==> config.mk <==
export PLATFORM = sky130hd
export DESIGN_NAME = ifu_fetch
export DESIGN_NICKNAME = d
export VERILOG_FILES = /design/src/rtl/ifu_fetch_pkg.sv /design/src/rtl/ifu_fifo.sv /design/src/rtl/ifu_fetch.sv
export SDC_FILE = /design/constraint.sdc
export NUM_CORES = 1
export LEC_CHECK = 0
export ABC_AREA = 1
export CORE_UTILIZATION = 50
export CTS_BUF_LIST = sky130_fd_sc_hd__clkbuf_4
export DETAILED_ROUTE_END_ITERATION = 7
export PLACE_DENSITY = 0.76
export SLEW_MARGIN = 20
export SYNTH_ARGS = -nofsm -noshare
export SYNTH_HDL_FRONTEND = slang
export SYNTH_HIERARCHICAL = 1
export SYNTH_SLANG_ARGS = --single-unit
==> constraint.sdc <==
create_clock -name clk -period 11.9 [get_ports clk]
set_input_delay 3.57 -clock clk [delete_from_list [all_inputs] [get_ports clk]]
set_output_delay 3.57 -clock clk [all_outputs]
set_load 0.1 [all_outputs]
==> src/rtl/ifu_fetch_pkg.sv <==
// Shared RV32 fetch constants used by the fetch unit and its prefetch FIFO.
package ifu_fetch_pkg;
  localparam int          RV32_ADDR_WIDTH = 32;
  localparam int          RV32_INST_WIDTH = 32;
  localparam logic [31:0] RST_INST_ADDR   = 32'h0000_0000;
  localparam logic [31:0] INST_NOP        = 32'h0000_0013;
endpackage

==> src/rtl/ifu_fifo.sv <==
// Synchronous prefetch FIFO. Same-cycle push/pop is legal even when full,
// and clear wins over both.
module ifu_fifo #(
  parameter int WIDTH = 64,
  parameter int DEPTH = 2
) (
  input  logic                       clk,
  input  logic                       rst_n,
  input  logic                       push,
  input  logic [WIDTH-1:0]           push_data,
  input  logic                       pop,
  input  logic                       clear,
  output logic [WIDTH-1:0]           head,
  output logic [$clog2(DEPTH+1)-1:0] count
);
  localparam int AW = $clog2(DEPTH);
  localparam int CW = $clog2(DEPTH+1);

  logic [DEPTH-1:0][WIDTH-1:0] mem;
  logic [AW-1:0]               wr_ptr, rd_ptr;
  logic                        do_pop;

  assign do_pop = pop && (count != '0);
  assign head   = mem[rd_ptr];

  always_ff @(posedge clk or negedge rst_n) begin
    if (!rst_n) begin
      wr_ptr <= '0;
      rd_ptr <= '0;
      count  <= '0;
    end else if (clear) begin
      wr_ptr <= '0;
      rd_ptr <= '0;
      count  <= '0;
    end else begin
      if (push)   wr_ptr <= wr_ptr + AW'(1);
      if (do_pop) rd_ptr <= rd_ptr + AW'(1);
      count <= count + CW'(push) - CW'(do_pop);
    end
  end

  // Storage needs no reset: it is only observed through a non-zero count.
  always_ff @(posedge clk) begin
    if (push && !clear) mem[wr_ptr] <= push_data;
  end
endmodule

==> src/rtl/ifu_fetch.sv <==
// Instruction fetch unit: owns the PC, issues credit-limited in-order bus
// requests, buffers responses and drops stale ones after a redirect.
module ifu_fetch
  import ifu_fetch_pkg::*;
#(
  parameter int                        ADDR_WIDTH = RV32_ADDR_WIDTH,
  parameter int                        INST_WIDTH = RV32_INST_WIDTH,
  parameter logic [ADDR_WIDTH-1:0]     RST_ADDR   = RST_INST_ADDR,
  parameter int                        FIFO_DEPTH = 2
) (
  input  logic                  clk,
  input  logic                  rst_n,
  input  logic                  jump_en_i,
  input  logic [ADDR_WIDTH-1:0] jump_addr_i,
  input  logic                  hold_i,
  output logic                  ibus_req_o,
  output logic [ADDR_WIDTH-1:0] ibus_addr_o,
  input  logic                  ibus_gnt_i,
  input  logic                  ibus_rvalid_i,
  input  logic [INST_WIDTH-1:0] ibus_rdata_i,
  output logic                  inst_valid_o,
  output logic [ADDR_WIDTH-1:0] inst_addr_o,
  output logic [INST_WIDTH-1:0] inst_o
);
  localparam int CW = $clog2(FIFO_DEPTH+1);
  localparam int EW = ADDR_WIDTH + INST_WIDTH;

  logic [ADDR_WIDTH-1:0] pc, resp_pc, jump_tgt;
  logic [CW-1:0]         outstanding, discard, fifo_count;
  logic [CW:0]           in_use;
  logic                  issue, keep, push, pop, inst_valid;
  logic [EW-1:0]         head;

  assign jump_tgt = {jump_addr_i[ADDR_WIDTH-1:2], 2'b00};

  // Credits cover both in-flight and buffered entries, so the FIFO can never overflow.
  assign in_use      = {1'b0, outstanding} + {1'b0, fifo_count};
  assign ibus_req_o  = rst_n && !jump_en_i && (in_use < (CW+1)'(FIFO_DEPTH));
  assign ibus_addr_o = pc;
  assign issue       = ibus_req_o && ibus_gnt_i;

  assign keep       = ibus_rvalid_i && (discard == '0);
  assign push       = keep && !jump_en_i;
  assign inst_valid = (fifo_count != '0);
  assign pop        = inst_valid && !hold_i && !jump_en_i;

  always_ff @(posedge clk or negedge rst_n) begin
    if (!rst_n) begin
      pc          <= RST_ADDR;
      resp_pc     <= RST_ADDR;
      outstanding <= '0;
      discard     <= '0;
    end else begin
      outstanding <= outstanding + CW'(issue) - CW'(ibus_rvalid_i);
      if (jump_en_i) begin
        pc      <= jump_tgt;
        resp_pc <= jump_tgt;
        // A response landing in the jump cycle is already stale and is not counted.
        discard <= outstanding - CW'(ibus_rvalid_i);
      end else begin
        if (issue) pc <= pc + ADDR_WIDTH'(4);
        if (keep)  resp_pc <= resp_pc + ADDR_WIDTH'(4);
        if (ibus_rvalid_i && (discard != '0)) discard <= discard - CW'(1);
      end
    end
  end

  ifu_fifo #(.WIDTH(EW), .DEPTH(FIFO_DEPTH)) u_fifo (
    .clk       (clk),
    .rst_n     (rst_n),
    .push      (push),
    .push_data ({resp_pc, ibus_rdata_i}),
    .pop       (pop),
    .clear     (jump_en_i),
    .head      (head),
    .count     (fifo_count)
  );

  assign inst_valid_o = inst_valid;
  assign inst_addr_o  = inst_valid ? head[EW-1:INST_WIDTH] : RST_ADDR;
  assign inst_o       = inst_valid ? head[INST_WIDTH-1:0]  : INST_WIDTH'(INST_NOP);
endmodule

==> results of run 1 <==
[registers in the layout (all words and copies together) (netlist names)]
signal and count:
outstanding 2, discard 2, ibus_addr_o 30, u_fifo/rd_ptr 1, u_fifo/mem 128, u_fifo/wr_ptr 1, u_fifo/count 2, resp_pc 30
[metrics by stage]
step / utilization, % / power [W]
finish: 62.3 / 0.00187
global route: 62.3 / 0.00196
CTS: 62.3 / 0.00188
detailed placement: 60.8 / 0.00152
global placement: 60.8 / 0.00151
floorplan: - / 0.00135
[path summary, 6_finish.rpt]
check / start / end / slack, ns / cells after the start
min in group asynchronous: rst_n / ibus_addr_o[29] / 3.01 / 1
worst max-delay path: jump_en_i / ibus_req_o / 2.57 / 6
worst max register to register: discard[0] / u_fifo/mem[106] / 9.01 / 8
worst min-delay path: resp_pc[30] / u_fifo/mem[126] / 0.55 / 0
worst min register to register: resp_pc[30] / u_fifo/mem[126] / 0.55 / 0
max in group asynchronous: rst_n / u_fifo/rd_ptr / 7.86 / 2
[power by group]
part	total [W]	switching, W	internal, W
combinational	0.000635	0.000474	0.000161
clock	0.000363	0.000216	0.000146
sequential	0.000871	0.0000756	0.000796
total	0.00187	0.000766	0.00110
[kinds of logic (layout without fill, tap and decap cells)]
logic type | after synthesis | after routing | synth area share [%]
other cells | 1 | 6 | 0.0372
xor+xnor | 12 | 12 | 1.04
simple gates | 714 | 714 | 29.9
compound gates | 82 | 82 | 4.65
fa+ha+maj | 9 | 9 | 1.19
buf+inv | 198 | 359 | 8.17
flops | 196 | 196 | 55.0
[layout by cell type (no fill, tap or decap), types with 4 or more instances in the layout]
| cell | instances |
|---|---|
| nand2_1 | 422 |
| clkdlybuf4s50_1 | 161 |
| nor2_1 | 153 |
| inv_1 | 152 |
| edfxtp_1 | 128 |
| nand3_1 | 76 |
| dfrtp_1 | 67 |
| a21oi_1 | 31 |
| o21ai_0 | 21 |
| clkbuf_4 | 18 |
| o211ai_1 | 14 |
| nor2_4 | 13 |
| nand4_1 | 11 |
| nor3_1 | 9 |
| ha_1 | 8 |
| buf_4 | 8 |
| nor2_2 | 7 |
| xor2_1 | 7 |
| a31oi_1 | 6 |
| conb_1 | 6 |
| xnor2_1 | 5 |
| nand2_2 | 5 |
| o21bai_1 | 4 |
| o21ai_1 | 4 |
| or2_2 | 4 |
| nand2_4 | 4 |
[critical path, cell delays in order]
cell,delay [ns]
buf_2,0.10
buf_4,0.30
inv_4,0.41
nand3_2,0.14
inv_2,0.10
clkdlybuf4s50_1,1.13
[metal layers]
layer  track usage (%)  vias to the layer above
met4              6.44                        0
met1              30.6                     3793
met5                 0                        -
met2              38.8                      300
met3              4.77                       19
li1                  -                     4142
[layout make-up]
| cell class | count | area [um2] |
|---|---|---|
| Clock buffer | 18 | 135 |
| Clock inverter | 13 | 159 |
| Fill cell | 1638 | 7380 |
| Inverter | 157 | 594 |
| Multi-Input combinational cell | 823 | 3760 |
| Sequential cell | 196 | 5550 |
| Tap cell | 265 | 332 |
| Timing Repair Buffer | 171 | 1680 |
==> results.json, run 1 <==
{
  "cts_max_level": 4,
  "cts.sinks": 196,
  "synth_area_mm2": 0.0101,
  "antenna_found_initial": 0,
  "synth-async-reset-ratio_pct": 34.7,
  "cts_tree": "built",
  "ant_nets": 0,
  "routed-wl-met2_mm": 10.6,
  "dr.pass1.iters": 5,
  "max_cap_viol_count": 0,
  "yosys-top-cells-count": "422 x nand2_1, 156 x nor2_1, 152 x inv_1",
  "cts_max_path_buffers": 2,
  "n_antenna_cell": 0,
  "synth_seq_cells": 196,
  "drc": 0,
  "yosys.area.top_type": "edfxtp_1",
  "status": "completed",
  "dieWidth_um": 144,
  "grt_pass1_vias": 7677,
  "cts_setup_buffers": 0,
  "fin_crit_sh_pct": 78.4,
  "place_ws_ns": 2.54,
  "max_freq_ghz": 0.107,
  "die_h_um": 144,
  "drt_iter0_markers": 555,
  "die_area_mm2": 0.0207,
  "clock_skew_ns": 0.0241,
  "dpl.hpwl_mm": 16.0,
  "slew_headroom_pct": 31.7,
  "cp-start-kind": "input port",
  "crit_arrival_ns": 5.76,
  "grt_pass1_wl_mm": 37.2,
  "critical_path_required_ns": 8.33,
  "synth_top_area_share_pct": 38.1,
  "crit_fanout": 57,
  "cts_made_buffers": 17,
  "worstSetupPathType": "in -> out",
  "ys_types": 41,
  "tns_ns": 0,
  "seq_area_frac_synth_pct": 55.0,
  "cts_hold_buf": 0,
  "grt_overflow_total": 0,
  "port_buffers": 163,
  "hp-class": "reg -> reg",
  "tightestPinTransition_ns": 1.02,
  "final-setup-viol-count": 0,
  "num_rows": 51,
  "core_area_mm2": 0.0196,
  "drive_above_1_share_pct": 6.10,
  "leakage_nw": 5.30,
  "placed_area_mm2": 0.0119,
  "whs_ns": 0.546,
  "grt.total_usage_pct": 23.2,
  "clk_latency_ns": 0.57,
  "ys.flop_type": "edfxtp_1",
  "clkTransAtPathRegs_ns": 0.15,
  "finalNonFillerCells": 1643,
  "grt_max_degree": 67,
  "power.density_mw_per_mm2": 153,
  "place.gp.congestion": 0.944,
  "synth.most_common_cell": "nand2_1",
  "synth-edff-count": 128,
  "end_kind": "primary output",
  "ir_drop_mv": 0.110,
  "nets": 1445,
  "layout_setup_ws_ns": 2.57,
  "vias": 8254,
  "route.detailed.wl_per_inst_um": 14.1,
  "vias_per_cell": 5.02,
  "finalInstanceArea_mm2": 0.0122,
  "routed-wl-met3_mm": 1.80,
  "ios": 168,
  "rsz0062_at_grt": "false",
  "wl_met1_mm": 10.5,
  "wl_mm": 23.1,
  "period_needed_ns": 9.33,
  "slew_violations": 0,
  "top_layer_used": "met4",
  "initial_core_util_pct": 51.5,
  "syn_area_per_cell_um2": 8.32,
  "yosys-top-cells-area": "edfxtp_1 38%, dfrtp_1 17%, nand2_1 16%",
  "area_growth_pct": 21.0,
  "hold_viol_final": 0,
  "syn-instance-count": 1212,
  "cts_resized": 0,
  "root_buffer": "clkbuf_4",
  "synth_warnings": 6,
  "placedCellCount": 1612
}
No activity file was read; power rests on OpenSTA's default activity.
==> inputs of run 2 (changes only) <==
- PLACE_DENSITY: 0.76 -> 0.79
- clock period: 11.9 -> 8.1 ns (I/O delays scaled with it)
==> run 2 against run 1 <==
Cell count is 0.24% higher. Via count is 1.3% higher. Sequential share of layout area is 0.070 points lower. Count of clock-buffer cells in the layout stayed put. Sequential power is 47% higher. Largest power group unchanged. Register-to-register slack worse by 3.9 ns.
==> results.json, run 2 (same netlist as run 1, synthesis figures left out) <==
{
  "status": "completed",
  "area_growth_pct": 21.2,
  "num_rows": 51,
  "clk_latency_ns": 0.59,
  "slew_violations": 0,
  "cts_max_path_buffers": 2,
  "initial_core_util_pct": 51.5,
  "startpoint": "jump_en_i",
  "cts_setup_buffers": 0,
  "cp-start-kind": "input port",
  "max_cap_viol_count": 0,
  "r2r_slack_ns": 5.10,
  "tns_ns": 0,
  "leakage_nw": 5.32,
  "place.gp.congestion": 0.965,
  "final_common_cell": "nand2_1",
  "power.density_mw_per_mm2": 224,
  "rsz0062_at_grt": "false",
  "die_area_mm2": 0.0207,
  "place_ws_ns": 1.39,
  "cts_made_buffers": 17,
  "grt_overflow_total": 0,
  "whs_ns": 0.555,
  "cts_max_level": 4,
  "tightestPinTransition_ns": 1.02,
  "max_freq_ghz": 0.150,
  "crit_fanout": 36,
  "clock_skew_ns": 0.0176,
  "fill_cells": 1656,
  "vias": 8363,
  "hp-class": "reg -> reg",
  "fin_crit_sh_pct": 82.4,
  "drc": 0,
  "layout_setup_ws_ns": 1.42,
  "regToRegEndpoint": "u_fifo/mem[70]",
  "clkTransAtPathRegs_ns": 0.17,
  "crit_arrival_ns": 4.25,
  "final-setup-viol-count": 0,
  "critical_path_required_ns": 5.67,
  "grt_max_degree": 66,
  "vias_per_cell": 5.08,
  "end_kind": "primary output",
  "die_h_um": 144,
  "dpl.hpwl_mm": 16.4,
  "worstSetupPathType": "in -> out",
  "ios": 168,
  "multi_input_area_mm2": 0.00376,
  "finalNonFillerCells": 1647,
  "regMostFlops": "u_fifo/mem",
  "core_area_mm2": 0.0196,
  "rr_startpoint": "discard[0]",
  "dr.pass1.iters": 7,
  "slew_headroom_pct": 31.6,
  "grt_pass1_vias": 7617,
  "fin_util_pct": 62.4,
  "register_area_mm2": 0.00555,
  "r2r_cells": 8,
  "crit_path_end": "ibus_req_o",
  "drive_above_1_share_pct": 6.44,
  "drt_iter0_markers": 533,
  "nets": 1447,
  "grt.total_usage_pct": 23.5,
  "ant_nets": 0,
  "wl_mm": 23.7,
  "port_buffers": 163,
  "cts_resized": 0,
  "hold_viol_final": 0,
  "grt_pass1_wl_mm": 37.6,
  "largest_reg_flops": 128,
  "cts_hold_buf": 0,
  "placedCellCount": 1614,
  "ir_drop_mv": 0.164,
  "period_needed_ns": 6.68,
  "route.detailed.wl_per_inst_um": 14.4,
  "root_buffer": "clkbuf_4",
  "cts_tree": "built",
  "final_cell_mix": "422 x nand2_1, 161 x clkdlybuf4s50_1, 153 x nor2_1",
  "antenna_found_initial": 1,
  "dieWidth_um": 144,
  "cts.sinks": 196
}
-- run 2: per-layer routing --
metal	GRT usage (%)	share of wire, %
met5	0	0
met4	7.22	1.6
met3	3.77	8.5
met2	38.0	45
met1	32.6	44
-- run 2: power by group --
part | internal, W | total (W) | switching [W]
clock | 0.000147 | 0.000520 | 0.000372
sequential | 0.00117 | 0.00128 | 0.000113
combinational | 0.000239 | 0.000937 | 0.000698
-- run 2: critical path: stages --
cell	delay, ns
buf_2	0.12
inv_4	0.33
nand3_2	0.14
inv_2	0.10
clkdlybuf4s50_1	1.13
-- run 2: how the worst min path moves through the flow --
stage                 from         endpoint  slack [ns]  depth (start not counted)
2_1_floorplan  resp_pc[30]  u_fifo/mem[126]        0.46                          0
3_3_place_gp   resp_pc[30]  u_fifo/mem[126]        0.50                          0
3_5_place_dp   resp_pc[31]  u_fifo/mem[127]        0.52                          0
4_1_cts        resp_pc[30]  u_fifo/mem[126]        0.56                          0
5_1_grt        resp_pc[27]   u_fifo/mem[59]        0.55                          0
6_report       resp_pc[27]   u_fifo/mem[59]        0.55                          0
-- run 2: cell type report --
type / instances / area share, %
Multi-Input combinational cell: 823 / 30.7
Tap cell: 265 / 2.71
Timing Repair Buffer: 173 / 13.9
Clock buffer: 18 / 1.11
Clock inverter: 14 / 1.31
Inverter: 157 / 4.86
Sequential cell: 196 / 45.4
Antenna cell: 1 / 0.0205
-- run 2: per-stage QoR --
step | area, um2 | power (W)
after floorplan | 10100 | 0.00198
after global placement | 11900 | 0.00222
after detailed placement | 11900 | 0.00224
after CTS | 12200 | 0.00275
after global routing | 12200 | 0.00287
final | 12200 | 0.00274
==> inputs of run 3 (changes only) <==
- PLACE_DENSITY: 0.79 -> 0.76
- clock period: 8.1 -> 6.9 ns (I/O delays scaled with it)
==> run 3 against run 2 <==
Count of clock-buffer cells in the layout did not move. Sequential share of layout area rose by 0.11 points. First-iteration DRC count shrank 2.8%. Die area did not move. Flip-flop and latch count unchanged. Worst setup slack gained 0.052 ns. Sequential power grew 18%.
==> results.json, run 3 (same netlist as run 1, synthesis figures left out) <==
{
  "largest_reg_flops": 128,
  "vias_per_cell": 5.06,
  "max_freq_ghz": 0.184,
  "clkTransAtPathRegs_ns": 0.15,
  "route.detailed.wl_per_inst_um": 14.3,
  "register_area_mm2": 0.00555,
  "cp-start-kind": "flip-flop",
  "cts.sinks": 196,
  "regToRegEndpoint": "u_fifo/mem[65]",
  "ios": 168,
  "drt_iter0_markers": 518,
  "layout_setup_ws_ns": 1.47,
  "final_common_cell": "nand2_1",
  "fill_cells": 1715,
  "fin_crit_sh_pct": 78.6,
  "r2r_slack_ns": 4.52,
  "nets": 1448,
  "grt.total_usage_pct": 23.7,
  "antenna_found_initial": 1,
  "dieWidth_um": 144,
  "multi_input_area_mm2": 0.00376,
  "period_needed_ns": 5.43,
  "crit_arrival_ns": 3.36,
  "ant_nets": 0,
  "vias": 8331,
  "whs_path_depth": 0,
  "grt_pass1_wl_mm": 37.8,
  "drive_above_1_share_pct": 6.58,
  "crit_fanout": 34,
  "power.density_mw_per_mm2": 260,
  "place.gp.congestion": 0.914,
  "root_buffer": "clkbuf_4",
  "clock_skew_ns": 0.0144,
  "cts_max_level": 4,
  "grt_overflow_total": 0,
  "dpl.hpwl_mm": 16.6,
  "cts_hold_buf": 0,
  "slew_headroom_pct": 31.3,
  "grt_pass1_vias": 7914,
  "area_growth_pct": 20.9,
  "critical_path_required_ns": 4.83,
  "max_cap_viol_count": 0,
  "tightestPinTransition_ns": 1.03,
  "clk_latency_ns": 0.58,
  "num_rows": 51,
  "grt_max_degree": 66,
  "core_area_mm2": 0.0196,
  "port_buffers": 163,
  "wl_mm": 23.5,
  "cts_resized": 0,
  "cts_setup_buffers": 0,
  "rsz0062_at_grt": "false",
  "startpoint": "u_fifo/rd_ptr",
  "hold_viol_final": 0,
  "rr_startpoint": "discard[0]",
  "hp-start": "resp_pc[31]",
  "r2r_cells": 7,
  "cts_made_buffers": 17,
  "slew_violations": 0,
  "regMostFlops": "u_fifo/mem",
  "dr.pass1.iters": 8,
  "cts_max_path_buffers": 2,
  "end_kind": "primary output",
  "hp-class": "reg -> reg",
  "place_ws_ns": 1.72,
  "fin_util_pct": 62.3,
  "worstSetupPathType": "reg -> out",
  "whs_endpoint": "u_fifo/mem[127]",
  "final_cell_mix": "422 x nand2_1, 160 x clkdlybuf4s50_1, 153 x nor2_1",
  "status": "completed",
  "cts_tree": "built",
  "die_area_mm2": 0.0207,
  "ir_drop_mv": 0.145,
  "final-setup-viol-count": 0,
  "die_h_um": 144,
  "drc": 0,
  "tns_ns": 0,
  "leakage_nw": 5.31,
  "initial_core_util_pct": 51.5
}
==> run 3: cell type report <==
type / count / area share [%]
Sequential cell: 196 / 45.5
Multi-Input combinational cell: 823 / 30.8
Timing Repair Buffer: 174 / 14.0
Inverter: 157 / 4.87
Tap cell: 265 / 2.72
Clock buffer: 18 / 1.11
Clock inverter: 14 / 1.03
Antenna cell: 1 / 0.0205
==> run 3: routing by layer <==
metal / track usage, % / vias up / share of wire, %
li1: - / 4147 / -
met3: 5.33 / 33 / 7.9
met4: 8.12 / 0 / 1.9
met5: 0 / - / 0
met1: 29.6 / 3861 / 44
met2: 40.5 / 290 / 46
==> run 3: worst max path at each step <==
stage | end | slack (ns) | cells past startpoint
6_report | inst_o[26] | 1.47 | 7
5_1_grt | inst_o[17] | 1.23 | 7
4_1_cts | inst_o[26] | 1.38 | 7
2_1_floorplan | u_fifo/mem[0] | 0.92 | 6
3_3_place_gp | ibus_req_o | 1.71 | 4
3_5_place_dp | ibus_req_o | 1.72 | 4
==> run 3: per-stage QoR <==
step	total power (W)	std cells	cell area, um2	hold WS, ns
final	0.00317	1648	12200	0.543
after CTS	0.00318	1647	12200	0.542
after detailed placement	0.00263	1615	11900	0.502
after global placement	0.00260	1615	11900	0.488
after floorplan	0.00232	1217	10100	0.464
after global routing	0.00331	1648	12200	0.544
==> run 3: worst max-delay path, cell delays in order, from the launching register on <==
cell and delay, ns:
dfrtp_2 0.44, inv_2 0.40, buf_4 0.45, nand2_1 0.10, nand2_1 0.08, inv_1 0.04
nor2_1 0.10, clkdlybuf4s50_1 1.16
==> run 3: where the power goes <==
part	leakage, nW	switching, W	internal [W]
combinational	3.20	0.000818	0.000280
clock	0.134	0.000405	0.000158
sequential	1.97	0.000134	0.00137
total	5.31	0.00136	0.00181
